[src/rtl/mc_ctrl_if.sv]
`default_nettype none
// ============================================================================
// Module      : mc_ctrl_if
// Description : Control-unit bus between the multicycle controller FSM and
//               the datapath (opcode/flags in, mux selects and enables out).
// Revision    : 1.0 - initial release
// ============================================================================
interface mc_ctrl_if;
    logic [6:0] opcode;
    logic       zero;
    logic       mem_ready;
    logic       pc_write;
    logic       adr_src;
    logic       mem_write;
    logic       ir_write;
    logic       reg_write;
    logic [1:0] result_src;
    logic [1:0] alu_src_a;
    logic [1:0] alu_src_b;
    logic [1:0] alu_op;
    logic [2:0] imm_src;
    logic       illegal;
    logic [3:0] state;

    // Controller side
    modport master (
        input  opcode, zero, mem_ready,
        output pc_write, adr_src, mem_write, ir_write, reg_write,
               result_src, alu_src_a, alu_src_b, alu_op, imm_src,
               illegal, state
    );

    // Datapath side
    modport slave (
        output opcode, zero, mem_ready,
        input  pc_write, adr_src, mem_write, ir_write, reg_write,
               result_src, alu_src_a, alu_src_b, alu_op, imm_src,
               illegal, state
    );
endinterface
`default_nettype wire

[src/rtl/mc_ctrl_fsm.sv]
`default_nettype none
// ============================================================================
// Module      : mc_ctrl_fsm
// Description : Multicycle RV32I main controller with memory-ready wait
//               states, optional LUI/AUIPC and a sticky illegal-opcode trap.
// Revision    : 1.0 - initial release
// ============================================================================
module mc_ctrl_fsm #(
    parameter bit EN_UPPER = 1'b1,
    parameter bit MEM_HS   = 1'b1
) (
    input  wire logic  clk,
    input  wire logic  reset,
    mc_ctrl_if.master  bus
);

    typedef enum logic [3:0] {
        ST_FETCH    = 4'd0,
        ST_DECODE   = 4'd1,
        ST_MEMADR   = 4'd2,
        ST_MEMREAD  = 4'd3,
        ST_MEMWB    = 4'd4,
        ST_MEMWRITE = 4'd5,
        ST_EXECR    = 4'd6,
        ST_ALUWB    = 4'd7,
        ST_EXECI    = 4'd8,
        ST_JAL      = 4'd9,
        ST_BEQ      = 4'd10,
        ST_LUI      = 4'd11,
        ST_AUIPC    = 4'd12,
        ST_TRAP     = 4'd15
    } state_t;

    state_t     r_state;
    state_t     w_next_state;
    logic       w_ready;
    logic       w_pc_update;
    logic       w_branch;
    logic       w_adr_src;
    logic       w_mem_write;
    logic       w_ir_write;
    logic       w_reg_write;
    logic [1:0] w_result_src;
    logic [1:0] w_alu_src_a;
    logic [1:0] w_alu_src_b;
    logic [1:0] w_alu_op;
    logic [2:0] w_imm_src;
    logic       w_illegal;

    assign w_ready = MEM_HS ? bus.mem_ready : 1'b1;

    always_ff @(posedge clk) begin
        if (reset) begin
            r_state <= ST_FETCH;
        end else begin
            r_state <= w_next_state;
        end
    end

    always_comb begin
        w_next_state = r_state;
        w_pc_update  = 1'b0;
        w_branch     = 1'b0;
        w_adr_src    = 1'b0;
        w_mem_write  = 1'b0;
        w_ir_write   = 1'b0;
        w_reg_write  = 1'b0;
        w_result_src = 2'b00;
        w_alu_src_a  = 2'b00;
        w_alu_src_b  = 2'b00;
        w_alu_op     = 2'b00;
        w_illegal    = 1'b0;

        case (bus.opcode)
            7'b0100011:             w_imm_src = 3'b001;
            7'b1100011:             w_imm_src = 3'b010;
            7'b1101111:             w_imm_src = 3'b011;
            7'b0110111, 7'b0010111: w_imm_src = 3'b100;
            default:                w_imm_src = 3'b000;
        endcase

        case (r_state)
            ST_FETCH: begin
                w_alu_src_b  = 2'b10;
                w_result_src = 2'b10;
                if (w_ready) begin
                    w_ir_write   = 1'b1;
                    w_pc_update  = 1'b1;
                    w_next_state = ST_DECODE;
                end
            end
            ST_DECODE: begin
                // Branch target oldPC+imm is parked in ALUOut for BEQ
                w_alu_src_a = 2'b01;
                w_alu_src_b = 2'b01;
                case (bus.opcode)
                    7'b0000011, 7'b0100011: w_next_state = ST_MEMADR;
                    7'b0110011:             w_next_state = ST_EXECR;
                    7'b0010011:             w_next_state = ST_EXECI;
                    7'b1101111:             w_next_state = ST_JAL;
                    7'b1100011:             w_next_state = ST_BEQ;
                    7'b0110111:             w_next_state = EN_UPPER ? ST_LUI : ST_TRAP;
                    7'b0010111:             w_next_state = EN_UPPER ? ST_AUIPC : ST_TRAP;
                    default:                w_next_state = ST_TRAP;
                endcase
            end
            ST_MEMADR: begin
                w_alu_src_a  = 2'b10;
                w_alu_src_b  = 2'b01;
                w_next_state = bus.opcode[5] ? ST_MEMWRITE : ST_MEMREAD;
            end
            ST_MEMREAD: begin
                w_adr_src = 1'b1;
                if (w_ready) begin
                    w_next_state = ST_MEMWB;
                end
            end
            ST_MEMWB: begin
                w_result_src = 2'b01;
                w_reg_write  = 1'b1;
                w_next_state = ST_FETCH;
            end
            ST_MEMWRITE: begin
                // Strobe is held for the whole access, including wait cycles
                w_adr_src   = 1'b1;
                w_mem_write = 1'b1;
                if (w_ready) begin
                    w_next_state = ST_FETCH;
                end
            end
            ST_EXECR: begin
                w_alu_src_a  = 2'b10;
                w_alu_op     = 2'b10;
                w_next_state = ST_ALUWB;
            end
            ST_EXECI: begin
                w_alu_src_a  = 2'b10;
                w_alu_src_b  = 2'b01;
                w_alu_op     = 2'b10;
                w_next_state = ST_ALUWB;
            end
            ST_ALUWB: begin
                w_reg_write  = 1'b1;
                w_next_state = ST_FETCH;
            end
            ST_JAL: begin
                w_alu_src_a  = 2'b01;
                w_alu_src_b  = 2'b10;
                w_pc_update  = 1'b1;
                w_next_state = ST_ALUWB;
            end
            ST_BEQ: begin
                w_alu_src_a  = 2'b10;
                w_alu_op     = 2'b01;
                w_branch     = 1'b1;
                w_next_state = ST_FETCH;
            end
            ST_LUI: begin
                w_alu_src_a  = 2'b11;
                w_alu_src_b  = 2'b01;
                w_next_state = ST_ALUWB;
            end
            ST_AUIPC: begin
                w_alu_src_a  = 2'b01;
                w_alu_src_b  = 2'b01;
                w_next_state = ST_ALUWB;
            end
            ST_TRAP: begin
                w_illegal = 1'b1;
            end
            default: begin
                w_illegal    = 1'b1;
                w_next_state = ST_TRAP;
            end
        endcase

        // Reset quiets every enable and select in the same cycle it is seen
        if (reset) begin
            w_pc_update  = 1'b0;
            w_branch     = 1'b0;
            w_adr_src    = 1'b0;
            w_mem_write  = 1'b0;
            w_ir_write   = 1'b0;
            w_reg_write  = 1'b0;
            w_result_src = 2'b00;
            w_alu_src_a  = 2'b00;
            w_alu_src_b  = 2'b00;
            w_alu_op     = 2'b00;
            w_imm_src    = 3'b000;
            w_illegal    = 1'b0;
        end
    end

    assign bus.pc_write   = w_pc_update | (w_branch & bus.zero);
    assign bus.adr_src    = w_adr_src;
    assign bus.mem_write  = w_mem_write;
    assign bus.ir_write   = w_ir_write;
    assign bus.reg_write  = w_reg_write;
    assign bus.result_src = w_result_src;
    assign bus.alu_src_a  = w_alu_src_a;
    assign bus.alu_src_b  = w_alu_src_b;
    assign bus.alu_op     = w_alu_op;
    assign bus.imm_src    = w_imm_src;
    assign bus.illegal    = w_illegal;
    assign bus.state      = r_state;

endmodule
`default_nettype wire

[src/flat_wrapper.sv]
// flat-port wrapper written by rule: the top's interface ports become plain ports
module mc_ctrl_fsm_flat 
#(
    parameter bit EN_UPPER = 1'b1,
    parameter bit MEM_HS   = 1'b1
)
  (clk, reset, bus_opcode, bus_zero, bus_mem_ready, bus_pc_write, bus_adr_src, bus_mem_write, bus_ir_write, bus_reg_write, bus_result_src, bus_alu_src_a, bus_alu_src_b, bus_alu_op, bus_imm_src, bus_illegal, bus_state);
  mc_ctrl_if bus_i ();
  input  wire logic clk;
  input  wire logic reset;
  input wire logic [$bits(bus_i.opcode)-1:0] bus_opcode;
  input wire logic [$bits(bus_i.zero)-1:0] bus_zero;
  input wire logic [$bits(bus_i.mem_ready)-1:0] bus_mem_ready;
  output wire logic [$bits(bus_i.pc_write)-1:0] bus_pc_write;
  output wire logic [$bits(bus_i.adr_src)-1:0] bus_adr_src;
  output wire logic [$bits(bus_i.mem_write)-1:0] bus_mem_write;
  output wire logic [$bits(bus_i.ir_write)-1:0] bus_ir_write;
  output wire logic [$bits(bus_i.reg_write)-1:0] bus_reg_write;
  output wire logic [$bits(bus_i.result_src)-1:0] bus_result_src;
  output wire logic [$bits(bus_i.alu_src_a)-1:0] bus_alu_src_a;
  output wire logic [$bits(bus_i.alu_src_b)-1:0] bus_alu_src_b;
  output wire logic [$bits(bus_i.alu_op)-1:0] bus_alu_op;
  output wire logic [$bits(bus_i.imm_src)-1:0] bus_imm_src;
  output wire logic [$bits(bus_i.illegal)-1:0] bus_illegal;
  output wire logic [$bits(bus_i.state)-1:0] bus_state;
  assign bus_i.opcode = bus_opcode;
  assign bus_i.zero = bus_zero;
  assign bus_i.mem_ready = bus_mem_ready;
  assign bus_pc_write = bus_i.pc_write;
  assign bus_adr_src = bus_i.adr_src;
  assign bus_mem_write = bus_i.mem_write;
  assign bus_ir_write = bus_i.ir_write;
  assign bus_reg_write = bus_i.reg_write;
  assign bus_result_src = bus_i.result_src;
  assign bus_alu_src_a = bus_i.alu_src_a;
  assign bus_alu_src_b = bus_i.alu_src_b;
  assign bus_alu_op = bus_i.alu_op;
  assign bus_imm_src = bus_i.imm_src;
  assign bus_illegal = bus_i.illegal;
  assign bus_state = bus_i.state;
  mc_ctrl_fsm #(.EN_UPPER(EN_UPPER), .MEM_HS(MEM_HS)) u_core (.clk(clk), .reset(reset), .bus(bus_i));
endmodule
[config.mk]
export PLATFORM = sky130hd
export DESIGN_NAME = mc_ctrl_fsm_flat
export DESIGN_NICKNAME = d
export VERILOG_FILES = /design/src/rtl/mc_ctrl_if.sv /design/src/rtl/mc_ctrl_fsm.sv /design/src/flat_wrapper.sv
export SDC_FILE = /design/constraint.sdc
export NUM_CORES = 1
export LEC_CHECK = 0
export CORE_ASPECT_RATIO = 0.7
export CORE_MARGIN = 1.5
export CORE_UTILIZATION = 35
export CTS_CLUSTER_DIAMETER = 100
export CTS_CLUSTER_SIZE = 24
export DETAILED_ROUTE_END_ITERATION = 10
export PLACE_DENSITY = 0.68
export SYNTH_ARGS = -nofsm -noshare
export SYNTH_HDL_FRONTEND = slang
export SYNTH_SLANG_ARGS = --single-unit
[constraint.sdc]
create_clock -name clk -period 1.65 [get_ports clk]
set_input_delay 0.33 -clock clk [delete_from_list [all_inputs] [get_ports clk]]
set_output_delay 0.33 -clock clk [all_outputs]
set_load 0.005 [all_outputs]
# After elaboration in Yosys (flattened, before gate mapping)

Index checks and enable logic that the tools add are counted.

Equality and inequality tests: 24
Mux-type cells: 31
Bitwise logic cells: 3
Reductions and logical operators: 14

Operator list:

| operator                                       | number |
|---|---|
| one-hot mux 4 bit (8 select lines)             | 1 |
| one-hot mux 4 bit (7 select lines)             | 1 |
| == test 4 bit (second input constant)          | 6 |
| == test 7 x 6 -> 1 bit (second input constant) | 3 |
| == test 4 x 3 -> 1 bit (second input constant) | 4 |
| == test 7 x 5 -> 1 bit (second input constant) | 2 |
| == test 7 bit (second input constant)          | 2 |
| 2-to-1 mux 1 bit                               | 14 |
| OR reduction 13 bit                            | 1 |
| 2-to-1 mux 4 bit                               | 3 |
| one-hot mux 2 bit (2 select lines)             | 3 |
| one-hot mux 3 bit (4 select lines)             | 1 |
| OR reduction 2 bit                             | 6 |
| OR reduction 5 bit                             | 2 |
| == test 4 x 2 -> 1 bit (second input constant) | 2 |
| 2-to-1 mux 2 bit                               | 4 |
| == test 7 x 2 -> 1 bit (second input constant) | 1 |
| 2-to-1 mux 3 bit                               | 2 |
| != test 2 bit (second input constant)          | 3 |
| one-hot mux 2 bit (3 select lines)             | 1 |
| OR reduction 3 bit                             | 2 |
| == test 4 x 1 -> 1 bit (second input constant) | 1 |
| logical NOT 4 bit                              | 1 |
| AND reduction 4 bit                            | 1 |
| 5 further kinds                                | 5 |

Flip-flop bits (word level): 4
Output and inout bits: 21
Word-level logic and storage cells: 73

# Depth between registers and ports, before layout

Gate-level depths: netlist of run 1.

Depth after elaboration: 5
Gate-level depth with buffers: 6

# Worst setup path before layout of run 1

OpenSTA, ideal clock, no wires.

Kind: register -> output
From: register u_core.r_state[2], in the netlist u_core.bus.state[2]
To: output port bus_alu_src_a[0]
Arrival time: 1.257 ns
Setup slack: 0.063 ns
Cell stages (with the launch flop): 7
Buffers on the path: 2
Cell sequence: dfxtp_1 > clkbuf_1 > buf_2 > inv_1 > nor3_1 > o21ai_0 > a21oi_1

Longest elaborated chain between the ends: 4
Elaborated cells on any way between the ends: 12
Those cells by class: eq/ne (8); mux (2); reduce/logical (2)

Ends and longest elaborated chain:

| what                                                               | line               | RTL |
|---|---|---|
| start, declared                                                    | mc_ctrl_fsm.sv:34  | `state_t r_state;` |
| start signal, assigned                                             | mc_ctrl_fsm.sv:56  | `r_state <= w_next_state;` |
| == test 4 x 2 -> 1 bit, or another cell as far along               | mc_ctrl_fsm.sv:82  | `case (r_state)` |
| OR reduction 4 bit (no line) or OR reduction 3 bit (tied branches) | -                  |  |
| one-hot mux 2 bit (3 select lines) *                               | mc_ctrl_fsm.sv:82  |  |
| 2-to-1 mux 2 bit *                                                 | mc_ctrl_fsm.sv:178 | `if (reset) begin` |
| end, declared                                                      | flat_wrapper.sv:20 | `output wire logic [$bits(bus_i.alu_src_a)-1:0] bus_alu_src_a;` |

Every way passes the cells marked *; elsewhere a longest branch is shown, timed or not.

# Worst setup path after layout of run 1

From: input port bus_opcode[3]
To: output port bus_imm_src[1]

Longest elaborated chain between the ends: 4
Elaborated cells on any way between the ends: 8
Those cells by class: eq/ne (5); mux (2); reduce/logical (1)

Ends and longest elaborated chain:

| what                                                             | line               | RTL |
|---|---|---|
| start, declared                                                  | flat_wrapper.sv:11 | `input wire logic [$bits(bus_i.opcode)-1:0] bus_opcode;` |
| == test 7 x 6 -> 1 bit or == test 7 x 5 -> 1 bit (tied branches) | mc_ctrl_fsm.sv:74  | `case (bus.opcode)` |
| OR reduction 2 bit                                               | mc_ctrl_fsm.sv:74  |  |
| one-hot mux 3 bit (4 select lines) *                             | mc_ctrl_fsm.sv:74  |  |
| 2-to-1 mux 3 bit *                                               | mc_ctrl_fsm.sv:178 |  |
| end, declared                                                    | flat_wrapper.sv:23 | `output wire logic [$bits(bus_i.imm_src)-1:0] bus_imm_src;` |

Marked as above.

==> results of run 1 <==
==> metrics by stage <==
step	area [sq um]	hold WS [ns]
4_1_cts	1550	0.604
2_1_floorplan	756	0.492
3_3_place_gp	1320	0.628
3_5_place_dp	1320	0.658
5_1_grt	1790	0.762
6_report	1790	0.738
==> per-layer routing <==
metal,GRT usage,up-vias,share of wire
met5,0,-,0
met4,0.163,0,0.074
met3,0.0249,51,0.13
met2,0.539,153,0.43
met1,0.495,706,0.36
li1,-,598,-
==> critical path, cell delays in order <==
cell and delay [ns]:
clkdlybuf4s15_2 0.28, nor2_1 0.29, o21ai_0 0.20, nor4_1 0.24
buf_2 0.18
==> synth_stat cells, drive strengths merged (2+ instances only) <==
master / instances / area [sq um]
a21oi: 10 / 50.1
nand2b: 9 / 56.3
dfxtp: 4 / 80.1
nor3: 8 / 40.0
and3b: 2 / 17.5
nand2: 3 / 11.3
nor2: 15 / 56.3
and2: 2 / 12.5
nor4b: 3 / 26.3
nor2b: 3 / 18.8
a31oi: 3 / 18.8
xor2: 2 / 17.5
inv: 3 / 11.3
xnor2: 2 / 17.5
nor4: 5 / 31.3
buf: 5 / 36.3
o21ai: 9 / 45.0
a211oi: 3 / 22.5
clkbuf: 7 / 26.3
==> power by group <==
part / total, uW / leakage, uW / switching (uW) / internal [uW]
clock: 121 / 0.0000138 / 39.3 / 81.3
combinational: 2490 / 0.000774 / 1210 / 1270
sequential: 269 / 0.0000356 / 104 / 164
total: 2880 / 0.000824 / 1360 / 1520
==> area by class of cell <==
cell class | count | area [sq um]
clock buffers | 3 | 22.5
fillers | 75 | 161
inverters | 3 | 16.3
multi-input cells | 97 | 842
flip-flops and latches | 4 | 95.1
well taps | 22 | 27.5
repair buffers | 92 | 787
==> cell families (layout without fill, tap and decap cells) <==
logic type / Yosys count / after routing / share of synthesized area
xor gates and xnor gates: 4 / 4 / 0.0464
DFF: 4 / 4 / 0.106
AOI/OAI and AO/OA: 34 / 34 / 0.290
muxes: 1 / 1 / 0.0132
and+or+nand+nor: 58 / 58 / 0.447
buffers and inverters: 15 / 98 / 0.0977
==> worst max-delay path by stage <==
stage                                                 from                to  slack, ns  cells past startpoint
after floorplan           u_core.bus.state[2]$_SDFFE_PP0P_  bus_alu_src_a[0]       0.06                      6
after global placement                       bus_opcode[2]    bus_imm_src[1]      -0.59                      5
after detailed placement                     bus_opcode[3]    bus_imm_src[0]      -0.66                      5
after CTS                 u_core.bus.state[1]$_SDFFE_PP0P_       bus_adr_src      -0.13                      5
after global routing      u_core.bus.state[1]$_SDFFE_PP0P_      bus_pc_write      -0.22                      6
final                                        bus_opcode[3]    bus_imm_src[1]      -0.21                      5
==> what timing repair did <==
action | CTS | global route
cloned | 0 | 1
buffers inserted | 13 | 9
hold buffers | 0 | 0
endpoints found under the setup margin | 23 | 16
pin swaps | 10 | 14
gates resized for setup | 113 | 41
==> metrics.yaml, run 1 <==
cts:
  clockBufferDepth: 2
  insertion_delay_ns: 0.23
  h-tree-depth: 1
  root_buffer: "clkbuf_4"
  cts_tree: "yes"
  cts_inserted_buffers: 3
  cts_num_sinks: 4
  clk_pin_slew_ns: 0.04
setup_path:
  reg2reg_from: "u_core.bus.state[2]$_SDFFE_PP0P_"
  path_class: "primary input to output port"
  reg2reg_slack_ns: -0.15
  timing.rr.end: "u_core.bus.state[1]$_SDFFE_PP0P_"
  worst_setup_path_end_kind: "output port"
  cp.required_ns: 1.32
  start_kind: "primary input"
  arrival_ns: 1.53
  r2r_cells: 7
  cp_max_fo: 6
route:
  detail-route-antenna-nets: 0
  via_per_inst: 6.82
  initialDrtViolationCount: 222
  wl_per_cell_um: 24.8
  drc: 0
  vias: 1508
  first_pass_iters: 5
  routed_wl_um: 5490
worst_hold_path:
  min_path_type: "flip-flop to flip-flop"
  holdPathStages: 4
  whs_endpoint: "u_core.bus.state[2]$_SDFFE_PP0P_"
  hp-start: "u_core.bus.state[3]$_SDFFE_PP0P_"
run:
  drv_cap: 0
logic_synthesis:
  async_flop_share: 0
  ys_seq_area_frac: 0.106
  ys_ff_latch: 4
  mappedNetlistNets: 127
  synth_area_sq_um: 756
  synthCells: 116
  avgSynthCellArea_sq_um: 6.51
  yosysWarningCount: 0
  yosysUniqueCellTypes: 41
  synth_flop_cell: "dfxtp_1"
  synth-edff-count: 0
sta:
  tightest_slew_ns: 0.501
  min_period_ns: 1.86
  post-route-period-util: 1.13
  finalSetupViolCount: 16
  fmax_mhz: 537
  hold_viol: 0
  maxSlewViolCount: 0
  worst_slack_ns: -0.211
  slew_headroom: 0.663
  rsz0062_at_grt: "yes"
  finClkSkew_ns: 0.00291
  tns_ns: -1.31
global_route:
  grt_pass1_vias: 1289
  grt_start_max_net_pins: 13
  grt_first_pass_wirelength_um: 6600
  antenna_found_initial: 0
  grt_remaining_overflow: 0
  grtUsageTotal: 0.352
finish:
  fin_nets: 212
  fin_util: 0.917
  final_common_cell: "buf_4"
  area_growth_pct: 137
  n_antenna_cell: 0
  layout_common_cells: "44 x buf_4, 15 x buf_6, 12 x buf_2"
  largest_reg_flops: 4
  layout-drive-gt1-share: 0.633
  stdcell_count: 221
die:
  die_h_um: 41.9
  ioPinCount: 32
  num_rows: 13
  start_util: 0.387
  die_w_um: 58.5
  die-area_sq_um: 2450
  core_area_sq_um: 1950
placed_design:
  gp_congestion: 0.908
  dp_hpwl_um: 2310
  numPortBuffers: 31
  post-place-ws_ns: -0.659
  dpl.cell_count: 195
power_and_ir_drop:
  p_per_area_nw_per_um2: 1610
  power_uw: 2880
  vdd.ir_drop.worst_uv: 1090
  p_leak_uw: 0.000824
outcome:
  violations: "negative setup slack"
  run_status: "finished, violations left"
Power figures use the tool's default switching activity.
==> run 2: changes to the inputs <==
--- a/config.mk
+++ b/config.mk
@@ -7,3 +7,3 @@
 export LEC_CHECK = 0
-export CORE_ASPECT_RATIO = 0.7
+export ABC_AREA = 1
 export CORE_MARGIN = 1.5
@@ -13,3 +13,3 @@
 export DETAILED_ROUTE_END_ITERATION = 10
-export PLACE_DENSITY = 0.68
+export PLACE_DENSITY = 0.74
 export SYNTH_ARGS = -nofsm -noshare
--- a/constraint.sdc
+++ b/constraint.sdc
@@ -3,2 +3,2 @@
 set_output_delay 0.33 -clock clk [all_outputs]
-set_load 0.005 [all_outputs]
+set_load 0.1 [all_outputs]
==> metrics.yaml, run 2 <==
outcome:
  run_status: "aborted with a tool error"
  failing_step: "clock tree synthesis"
  error_line: "[ERROR DPL-0038] Utilization greater than 100%, impossible to legalize"
cts:
  cts_inserted_buffers: 3
  hold_buffers: 0
  cts-resized-gates: 74
  h-tree-depth: 1
  root_buffer: "clkbuf_4"
  cts_setup_buffers: 22
  clockBufferDepth: 2
  cts_num_sinks: 4
logic_synthesis:
  synthTopCellsByArea: "nand2_1 15%, dfxtp_1 14%, nor2_1 13%"
  mappedNetlistNets: 123
  synth_top_cell_area_share: 0.154
  synth_top_cell_by_area: "nand2_1"
  synth-edff-count: 0
  synth_flop_cell: "dfxtp_1"
  ys_seq_area_frac: 0.137
  yosysWarningCount: 0
  avgSynthCellArea_sq_um: 5.22
  yosysUniqueCellTypes: 21
  synth_common_cells: "24 x nand2_1, 21 x nor2_1, 13 x inv_1, 11 x a21oi_1, 8 x o21ai_0"
  async_flop_share: 0
  post-synth-top-count-cell: "nand2_1"
  synth_area_sq_um: 584
  synthCells: 112
  ys_ff_latch: 4
die:
  ioPinCount: 32
  num_rows: 14
  die_w_um: 43.9
  start_util: 0.379
  die_h_um: 43.9
placed_design:
  dp_hpwl_um: 2310
  numPortBuffers: 31
  placed_area_sq_um: 1430
  gp_congestion: 0.829
run 2: cells by family after synthesis:
kind of cell,synth area share
DFF,0.137
buffers and inverters,0.122
AOI/OAI and AO/OA,0.236
and+or+nand+nor,0.505
run 2: stage by stage:
stage,util,setup slack [ns],std cells,TNS [ns]
after floorplan,-,-0.703,112,-4.15
after global placement,0.930,-0.328,178,-4.08
after detailed placement,0.930,-0.448,178,-5.41
==> run 3: changes to the inputs <==
- CORE_AREA: unset -> 2 2 63 65
- CORE_MARGIN: 1.5 -> unset
- CORE_UTILIZATION: 35 -> unset
- CTS_CLUSTER_DIAMETER: 100 -> unset
- CTS_CLUSTER_SIZE: 24 -> unset
- DIE_AREA: unset -> 0 0 65 67
- PLACE_DENSITY: 0.74 -> unset
- PLACE_DENSITY_LB_ADDON: unset -> 0.15
==> metrics.yaml, run 3 <==
finish:
  n_antenna_cell: 0
  ff_latch_area_sq_um: 95.1
  stdcell_count: 236
  final_common_cell: "buf_4"
  fill_cells: 334
  layout_common_cells: "39 x buf_4, 23 x buf_12, 16 x nand2_1"
  largest_reg_flops: 4
  layout-drive-gt1-share: 0.771
  multi_input_area_sq_um: 721
  fin_nets: 201
  area_growth_pct: 215
logic_synthesis:
  synth-edff-count: 0
  post-synth-top-count-cell: "nand2_1"
  synthCells: 112
  synth_flop_cell: "dfxtp_1"
  ys_ff_latch: 4
  avgSynthCellArea_sq_um: 5.22
  synthTopCellsByArea: "nand2_1 15%, dfxtp_1 14%, nor2_1 13%"
  ys_seq_area_frac: 0.137
  synth_area_sq_um: 584
  synth_top_cell_by_area: "nand2_1"
  mappedNetlistNets: 123
  yosysUniqueCellTypes: 21
  synth_top_cell_area_share: 0.154
  synth_common_cells: "24 x nand2_1, 21 x nor2_1, 13 x inv_1, 11 x a21oi_1, 8 x o21ai_0"
  async_flop_share: 0
  yosysWarningCount: 0
die:
  ioPinCount: 32
  start_util: 0.162
  num_rows: 22
  die-area_sq_um: 4360
  die_h_um: 67
  die_w_um: 65
  core_area_sq_um: 3610
setup_path:
  r2r_cells: 10
  arrival_ns: 1.40
  critPathLaunch: "u_core.bus.state[3]$_SDFFE_PP0P_"
  worst_setup_path_end_kind: "output port"
  reg2reg_slack_ns: 0.30
  crit_path_max_incr_delay_ns: 0.38
  path_class: "flip-flop to output port"
  crit_slowest_cell: "dfxtp_4"
  start_kind: "flip-flop"
  endpoint: "bus_alu_src_a[0]"
  cp_common_cell: "inv_2"
  cp.required_ns: 1.32
  cp_num_buf_inv: 5
  critPathTopFamily: "buffers and inverters"
  cp_max_fo: 5
  crit_cells: 8
  timing.rr.end: "u_core.bus.state[0]$_SDFFE_PP0P_"
  reg2reg_from: "u_core.bus.state[0]$_SDFFE_PP0P_"
  cp_cell_sequence: "inv_4, nor2_4, inv_2, buf_4, o21ai_2, o21ai_1, inv_2, buf_12"
sta:
  worst_slack_ns: -0.0842
  tightest_slew_ns: 0.238
  fmax_mhz: 577
  post-route-period-util: 1.05
  hold_viol: 0
  finalSetupViolCount: 7
  rsz0062_at_grt: "yes"
  finClkSkew_ns: 0.00151
  min_period_ns: 1.73
  maxSlewViolCount: 0
  tns_ns: -0.300
  slew_headroom: 0.840
global_route:
  grtUsageTotal: 0.131
  grt_start_max_net_pins: 7
  grt_first_pass_wirelength_um: 4460
  grt_remaining_overflow: 0
  antenna_found_initial: 0
  grt_pass1_vias: 999
route:
  detail-route-antenna-nets: 0
  routed_wl_um: 2710
  wl_per_cell_um: 11.5
  initialDrtViolationCount: 17
  vias: 1023
  first_pass_iters: 4
  via_per_inst: 4.33
  drc: 0
placed_design:
  dpl.cell_count: 210
  post-place-ws_ns: -0.418
  numPortBuffers: 31
  dp_hpwl_um: 1950
  gp_congestion: 0.844
cts:
  cts_tree: "yes"
  clockBufferDepth: 2
  h-tree-depth: 1
  cts_num_sinks: 4
  clk_pin_slew_ns: 0.03
  insertion_delay_ns: 0.21
  root_buffer: "clkbuf_8"
  hold_buffers: 0
  cts_inserted_buffers: 3
worst_hold_path:
  min_path_type: "primary input to flip-flop"
outcome:
  violations: "negative setup slack"
  run_status: "finished, violations left"
power_and_ir_drop:
  p_per_area_nw_per_um2: 1550
  p_leak_uw: 0.000801
  vdd.ir_drop.worst_uv: 491
  p_int_uw: 1220
  clkPwrFrac: 0.070
  p_sw_uw: 1630
  swShare: 0.571
  pwr-share-seq: 0.083
  combPwrFrac: 0.848
run:
  drv_cap: 0
[run 3: worst min path at each step]
stage                                                 from  depth (start not counted)                          endpoint
after floorplan                              bus_mem_ready                          2  u_core.bus.state[0]$_SDFFE_PP0P_
after global placement    u_core.bus.state[2]$_SDFFE_PP0P_                          2  u_core.bus.state[2]$_SDFFE_PP0P_
after detailed placement  u_core.bus.state[2]$_SDFFE_PP0P_                          2  u_core.bus.state[2]$_SDFFE_PP0P_
after CTS                 u_core.bus.state[3]$_SDFFE_PP0P_                          3  u_core.bus.state[0]$_SDFFE_PP0P_
after global routing                         bus_opcode[5]                          5  u_core.bus.state[1]$_SDFFE_PP0P_
final                                        bus_opcode[5]                          5  u_core.bus.state[1]$_SDFFE_PP0P_
[run 3: area by class of cell]
type                            count  share of cell area
Tap cell                           48              0.0327
Inverter                           18              0.0436
Sequential cell                     4              0.0517
Clock buffer                        3              0.0225
Multi-Input combinational cell     89               0.392
Timing Repair Buffer               74               0.457
[run 3: power groups by stage]
stage	clock network, uW	registers, uW	logic [uW]
2_1_floorplan	0	473	1100
3_3_place_gp	0	255	2060
3_5_place_dp	0	256	2080
4_1_cts	203	233	2370
5_1_grt	211	243	2530
6_report	198	236	2420
[run 3: worst register-to-register path, stage by stage (launching register included)]
cell     delay, ns
dfxtp_4       0.38
inv_4         0.05
buf_12        0.13
nand2_8       0.07
inv_6         0.04
nand2_2       0.08
nand2_1       0.06
nor2_1        0.13
nand2_2       0.08
a21oi_1       0.15
a21oi_2       0.07
[run 3: repair_timing]
| item | in CTS | in global routing |
|---|---|---|
| setup endpoints to repair | 20 | 18 |
| gates resized for setup | 56 | 21 |
| pin swaps | 22 | 18 |
| setup buffers | 20 | 4 |
[run 3: kinds of logic after synthesis]
| family | share of synthesized area |
|---|---|
| compound gates | 0.236 |
| simple gates | 0.505 |
| flops | 0.137 |
| buf+inv | 0.122 |
[run 3: routing by layer]
metal / GRT usage / routed length (um)
met5: 0 / 0
met1: 0.141 / 1030
met2: 0.254 / 1530
met4: 0.0505 / 36
met3: 0.0220 / 114
[run 3: stage by stage]
stage               power (uW)  hold slack (ns)   util  cell area (sq um)
global route              2980            0.616  0.510               1840
detailed placement        2330            0.670  0.412               1490
CTS                       2810            0.699  0.504               1820
floorplan                 1580            0.521      -                747
global placement          2320            0.654  0.412               1490
finish                    2850            0.573  0.510               1840
